===== src/rtl/cpu_pkg.sv =====
// Shared CPU definitions: data-memory controller state encoding and word width.
package cpu_pkg;

    localparam int unsigned WORD_W = 32;
    localparam int unsigned BYTE_W = 8;

    // Data-memory controller FSM states
    typedef enum logic [1:0] {
        DMC_IDLE = 2'd0,
        DMC_WAIT = 2'd1,
        DMC_DONE = 2'd2
    } dmc_state_e;

endpackage : cpu_pkg


===== src/rtl/dm_byte_ram.sv =====
// Byte-organised data RAM with a big-endian 32-bit word view.
// Ports:
//   CLK    - clock; writes occur on posedge
//   we     - write enable for the addressed word
//   addr   - word-aligned byte address (low two bits expected 0)
//   wdata  - word to store, bits[31:24] go to the lowest byte address
//   rdata  - combinational big-endian read of the addressed word
module dm_byte_ram
    import cpu_pkg::*;
#(
    parameter int unsigned ADDR_W = 7
) (
    input  logic              CLK,
    input  logic              we,
    input  logic [ADDR_W-1:0] addr,
    input  logic [WORD_W-1:0] wdata,
    output logic [WORD_W-1:0] rdata
);

    localparam int unsigned DEPTH = 2 ** ADDR_W;

    logic [BYTE_W-1:0] r_mem [DEPTH];

    logic [ADDR_W-1:0] w_a1;
    logic [ADDR_W-1:0] w_a2;
    logic [ADDR_W-1:0] w_a3;

    assign w_a1 = addr + ADDR_W'(1);
    assign w_a2 = addr + ADDR_W'(2);
    assign w_a3 = addr + ADDR_W'(3);

    // Big-endian store: most significant byte at the lowest address
    always_ff @(posedge CLK) begin
        if (we) begin
            r_mem[addr] <= wdata[31:24];
            r_mem[w_a1] <= wdata[23:16];
            r_mem[w_a2] <= wdata[15:8];
            r_mem[w_a3] <= wdata[7:0];
        end
    end

    assign rdata = {r_mem[addr], r_mem[w_a1], r_mem[w_a2], r_mem[w_a3]};

endmodule : dm_byte_ram


===== src/rtl/data_mem_ctrl.sv =====
// Wait-state data-memory stage for lw/sw between the ALU and write-back mux.
// Ports:
//   CLK     - system clock
//   Reset   - asynchronous active-low reset
//   mRD     - load request, held until Stall=0
//   mWR     - store request, held until Stall=0
//   DAddr   - byte address (upper bits beyond ADDR_W ignored)
//   DataIn  - store data
//   DataOut - registered load data
//   Stall   - combinational; holds PC/IR while an access is in flight
//   AccErr  - combinational; request rejected (misaligned or mRD&mWR)
module data_mem_ctrl
    import cpu_pkg::*;
#(
    parameter int unsigned ADDR_W      = 7,
    parameter int unsigned WAIT_STATES = 2
) (
    input  logic              CLK,
    input  logic              Reset,
    input  logic              mRD,
    input  logic              mWR,
    input  logic [WORD_W-1:0] DAddr,
    input  logic [WORD_W-1:0] DataIn,
    output logic [WORD_W-1:0] DataOut,
    output logic              Stall,
    output logic              AccErr
);

    localparam int unsigned CNT_W = 4;
    localparam logic [CNT_W-1:0] CNT_INIT =
        (WAIT_STATES == 0) ? '0 : CNT_W'(WAIT_STATES - 1);

    dmc_state_e        r_state;
    dmc_state_e        w_state_nxt;
    logic [CNT_W-1:0]  r_cnt;
    logic [CNT_W-1:0]  w_cnt_nxt;
    logic [WORD_W-1:0] r_dout;
    logic              w_req;
    logic              w_access;
    logic [ADDR_W-1:0] w_idx;
    logic [WORD_W-1:0] w_rdata;
    logic              w_unused_addr;

    // Request decode: exactly one of load/store, word aligned
    assign w_req  = (mRD ^ mWR) & (DAddr[1:0] == 2'b00);
    assign AccErr = (mRD & mWR) | ((mRD | mWR) & (DAddr[1:0] != 2'b00));

    // Upper address bits are dropped so accesses wrap modulo the memory depth
    assign w_idx         = {DAddr[ADDR_W-1:2], 2'b00};
    assign w_unused_addr = ^DAddr[WORD_W-1:ADDR_W];

    dm_byte_ram #(
        .ADDR_W (ADDR_W)
    ) u_ram (
        .CLK   (CLK),
        .we    (w_access & mWR),
        .addr  (w_idx),
        .wdata (DataIn),
        .rdata (w_rdata)
    );

    // State, counter and load-data registers
    always_ff @(posedge CLK or negedge Reset) begin
        if (!Reset) begin
            r_state <= DMC_IDLE;
            r_cnt   <= '0;
            r_dout  <= '0;
        end else begin
            r_state <= w_state_nxt;
            r_cnt   <= w_cnt_nxt;
            if (w_access && mRD) begin
                r_dout <= w_rdata;
            end
        end
    end

    // Next-state, counter and stall decode
    always_comb begin
        w_state_nxt = r_state;
        w_cnt_nxt   = r_cnt;
        w_access    = 1'b0;
        Stall       = 1'b0;
        case (r_state)
            DMC_IDLE: begin
                Stall = w_req;
                if (w_req) begin
                    if (WAIT_STATES == 0) begin
                        w_access    = 1'b1;
                        w_state_nxt = DMC_DONE;
                    end else begin
                        w_cnt_nxt   = CNT_INIT;
                        w_state_nxt = DMC_WAIT;
                    end
                end
            end
            DMC_WAIT: begin
                Stall = 1'b1;
                if (!w_req) begin
                    w_state_nxt = DMC_IDLE;
                end else if (r_cnt == '0) begin
                    w_access    = 1'b1;
                    w_state_nxt = DMC_DONE;
                end else begin
                    w_cnt_nxt = r_cnt - CNT_W'(1);
                end
            end
            DMC_DONE: begin
                w_state_nxt = DMC_IDLE;
            end
            default: begin
                w_state_nxt = DMC_IDLE;
            end
        endcase
    end

    assign DataOut = r_dout;

endmodule : data_mem_ctrl


===== config.mk =====
export PLATFORM = sky130hd
export DESIGN_NAME = data_mem_ctrl
export DESIGN_NICKNAME = d
export VERILOG_FILES = /design/src/rtl/cpu_pkg.sv /design/src/rtl/dm_byte_ram.sv /design/src/rtl/data_mem_ctrl.sv
export SDC_FILE = /design/constraint.sdc
export NUM_CORES = 1
export LEC_CHECK = 0
export CAP_MARGIN = 20
export CORE_ASPECT_RATIO = 0.5
export CORE_MARGIN = 5
export CORE_UTILIZATION = 50
export DETAILED_ROUTE_END_ITERATION = 8
export GPL_TIMING_DRIVEN = 0
export PLACE_DENSITY_LB_ADDON = 0.2
export SETUP_SLACK_MARGIN = 0.5
export SLEW_MARGIN = 20
export SYNTH_ARGS = -nofsm -noshare
export SYNTH_HDL_FRONTEND = slang
export SYNTH_SLANG_ARGS = --single-unit

===== constraint.sdc =====
create_clock -name CLK -period 4.3 [get_ports CLK]
set_input_delay 0.43 -clock CLK [delete_from_list [all_inputs] [get_ports CLK]]
set_output_delay 0.43 -clock CLK [all_outputs]
set_load 0.05 [all_outputs]

==> impl_metrics.json <==
{
  "power_per_cell_area_nw_per_um2": 432.3,
  "first_global_vias": 21870,
  "grt_start_max_net_pins": 33,
  "number_of_enable_flip_flop_cells_after_synthesis": 1024,
  "outcome": "finished, final reports clean",
  "placedInstanceArea_um2": 44420,
  "critPathTopFamily": "simple AND/OR/NAND/NOR gates",
  "final.min_clock_period_ns": 3.478,
  "hold-worst-slack_ns": 0.2300,
  "timing.fmax_mhz": 287.5,
  "mappedNetlistArea_um2": 40890,
  "post_synth_main_area_contributors": "sky130_fd_sc_hd__edfxtp_1 75%, sky130_fd_sc_hd__mux2i_1 13%, sky130_fd_sc_hd__o22ai_1 3.9%",
  "max_slew_margin_pct": 24.72,
  "htreeDepth": 3,
  "timing.final.ws_setup_ns": 0.8220,
  "initial_core_util_pct": 50.24,
  "drive_gt1_share_pct": 13.70,
  "finish.net_count": 2536,
  "number_of_antenna_violations_at_the_first_check_in_global_routing": 1,
  "die_x_um": 414.4,
  "routability_congestion_estimate": 0.7968,
  "synth_cell_type_count": 37,
  "layout-area-overhead-vs-synth_pct": 15.89,
  "worstPathArrival_ns": 3.84,
  "dpl.cell_count": 3463,
  "core_um2": 81390,
  "worstSetupEndpointType": "flop",
  "drt_wl_cell_um": 29.87,
  "postLayoutCellArea_um2": 47380,
  "hold_violation_total_from_the_final_report": 0,
  "critPathMaxStageDelay_ns": 0.72,
  "crit_path_start": "r_cnt[0]",
  "route.vias.total": 22330,
  "hold_class": "primary input to asynchronous set/reset pin",
  "final_min_period_over_clock_period_pct": 80.88,
  "dpl_worst_slack_ns": -0.5388,
  "synth_cells": 2239,
  "worst_path_max_delay_cell": "sky130_fd_sc_hd__nor2_4",
  "layout_commonest_cell": "sky130_fd_sc_hd__edfxtp_1",
  "worstRegToRegCells": 8,
  "leakage_uw": 0.01634,
  "cp.depth": 8,
  "mostFrequentLayoutCells": "1024 x sky130_fd_sc_hd__edfxtp_1, 512 x sky130_fd_sc_hd__mux2i_1, 256 x sky130_fd_sc_hd__o22ai_1, 132 x sky130_fd_sc_hd__o21ai_0, 95 x sky130_fd_sc_hd__clkbuf_16",
  "grt-ovfl-total": 0,
  "flop_and_latch_count_out_of_synthesis": 1062,
  "synthesis.nets": 2310,
  "area_leader_netlist": "sky130_fd_sc_hd__edfxtp_1",
  "tritoncts.num_buffers": 93,
  "seq_area_frac_synth_pct": 77.53,
  "warnings_synthesis": 0,
  "clkTransAtPathRegs_ns": 0.06,
  "timing.critical_path.required_ns": 4.67,
  "synth.top_cell.area_share_pct": 75.21,
  "drc_errors_left": 0,
  "cts_tree": "built",
  "synth_ff_type": "sky130_fd_sc_hd__edfxtp_1",
  "critical_path_peak_fanout": 17,
  "clock_path_buffers": 3,
  "setup.worst_path.class": "flop to flop",
  "fin_cells": 3644,
  "clock_skew_ns": 0.02138,
  "ys_async_sr_fraction_pct": 3.578,
  "grtUsageTotal_pct": 24.55,
  "dp.final_hpwl_um": 73140,
  "critPathLaunchType": "flop",
  "final_power_uw": 20480,
  "cts_num_sinks": 1062,
  "maxSlewViolCount": 0,
  "vdd_ir_drop_max_v": 0.0003001,
  "port_buffers": 75,
  "worst_skew_pair.late_latency_ns": 0.68,
  "crit_chain": "inv_1 -> ha_1 -> or3b_1 -> nor3_4 -> and3_1 -> nand2_1 -> nor2_4 -> buf_12",
  "core.rowCount": 74,
  "num-fill-cells": 5975,
  "ant_nets": 0,
  "tightest_slew_ns": 1.126,
  "rsz0062_at_grt": "no",
  "first_iter_violations": 2566,
  "detailedRoute.firstPassIterationCount": 5,
  "die_area_um2": 87940,
  "routed_via_density": 6.127,
  "cts.root.buffer_cell": "sky130_fd_sc_hd__clkbuf_16",
  "route.final.wire_length_um": 108800,
  "worst_r2r_startpoint": "r_cnt[0]",
  "io-pin-count": 102,
  "chipHeight_um": 212.2,
  "cp_num_buf_inv": 2,
  "timing.final.setup_violations": 0,
  "postSynthAreaPerCell_um2": 18.26,
  "grt_first_pass_wirelength_um": 154300,
  "drv.max_cap_violation_count": 0
}
[metrics by stage]
step / setup TNS, ns / utilization [%]
floorplan: 0 / -
global placement: -2209.64 / 52.85
detailed placement: -141.34 / 54.58
CTS: 0 / 58.16
global route: 0 / 58.22
finish: 0 / 58.22
[logic make-up after synthesis]
kind of cell	count (synthesis)	synth area share (%)
buffers and inverters	139	1.640
and+or+nand+nor	65	0.7835
AOI/OAI and AO/OA	458	7.415
adders and majority gates	3	0.09182
DFF	1062	77.53
muxes	512	12.53
[routing by layer]
layer | vias to the layer above | share of wire [%] | track usage, %
li1 | 9539 | - | -
met1 | 11510 | 44 | 36.82
met2 | 1124 | 44 | 36.52
met3 | 157 | 10 | 5.445
met4 | 0 | 2.5 | 7.072
met5 | - | 0 | 0
[synthesized netlist by cell type (2+ instances only)]
master                        n
sky130_fd_sc_hd__a41oi_2     28
sky130_fd_sc_hd__a21o_1      32
sky130_fd_sc_hd__buf_4       11
sky130_fd_sc_hd__buf_6        3
sky130_fd_sc_hd__o21ai_0    132
sky130_fd_sc_hd__nor2b_1      2
sky130_fd_sc_hd__inv_1        5
sky130_fd_sc_hd__clkbuf_1    43
sky130_fd_sc_hd__buf_1        9
sky130_fd_sc_hd__nor2_1      35
sky130_fd_sc_hd__dfrtp_1     38
sky130_fd_sc_hd__edfxtp_1  1024
sky130_fd_sc_hd__ha_1         3
sky130_fd_sc_hd__o22ai_1    256
sky130_fd_sc_hd__nand2_1     11
sky130_fd_sc_hd__a21oi_1      3
sky130_fd_sc_hd__nand2b_1     2
sky130_fd_sc_hd__nor4_1       2
sky130_fd_sc_hd__mux2i_1    512
sky130_fd_sc_hd__a41oi_1      4
sky130_fd_sc_hd__buf_2       68
[cell type report]
class | instances | area, µm² | share of cell area [%]
diodes | 1 | 2.502 | 0.005281
clock buffers | 132 | 2586 | 5.458
inverters | 5 | 18.77 | 0.03961
well taps | 1102 | 1379 | 2.910
repair buffers | 131 | 1956 | 4.127
flip-flops and latches | 1062 | 31700 | 66.90
plain buffers | 134 | 651.9 | 1.376
multi-input cells | 1038 | 8777 | 18.52
clock inverters | 39 | 312.8 | 0.6601
[final timing paths]
kind / to / slack (ns)
min: DataOut[18] / 0.23
max reg2reg: u_ram.r_mem[20][2] / 0.82
max in group asynchronous: DataOut[14] / 3.55
max: u_ram.r_mem[20][2] / 0.82
min in group CLK: u_ram.r_mem[52][7] / 0.28
min reg2reg: DataOut[26] / 0.48
[report_power, final]
part | leakage, µW | internal (µW) | total, µW | switching (µW)
registers | 0.00972 | 11300 | 11400 | 10.9
logic | 0.00520 | 304 | 1020 | 715
clock network | 0.00142 | 4440 | 8110 | 3670
[state kept, by name (all words and copies together) (netlist names)]
| register | count |
|---|---|
| r_state | 2 |
| DataOut | 32 |
| r_cnt | 4 |
| u_ram.r_mem | 1024 |
[worst reg2reg max path, cell delays in order, from the launching register on]
cell	delay [ns]
sky130_fd_sc_hd__dfrtp_1	0.39
sky130_fd_sc_hd__inv_1	0.09
sky130_fd_sc_hd__ha_1	0.21
sky130_fd_sc_hd__or3b_1	0.49
sky130_fd_sc_hd__nor3_4	0.27
sky130_fd_sc_hd__and3_1	0.37
sky130_fd_sc_hd__nand2_1	0.33
sky130_fd_sc_hd__nor2_4	0.72
sky130_fd_sc_hd__buf_12	0.28
[repair_timing]
| item | in CTS | in global routing |
|---|---|---|
| resized for setup | 1 | 1 |
| hold endpoints to repair | 16 | 0 |
| setup buffers | 0 | 7 |
| pin swaps | 0 | 4 |
| hold buffers | 1 | 0 |
| endpoints found under the setup margin | 324 | 148 |
Power figures use the tool's default switching activity.
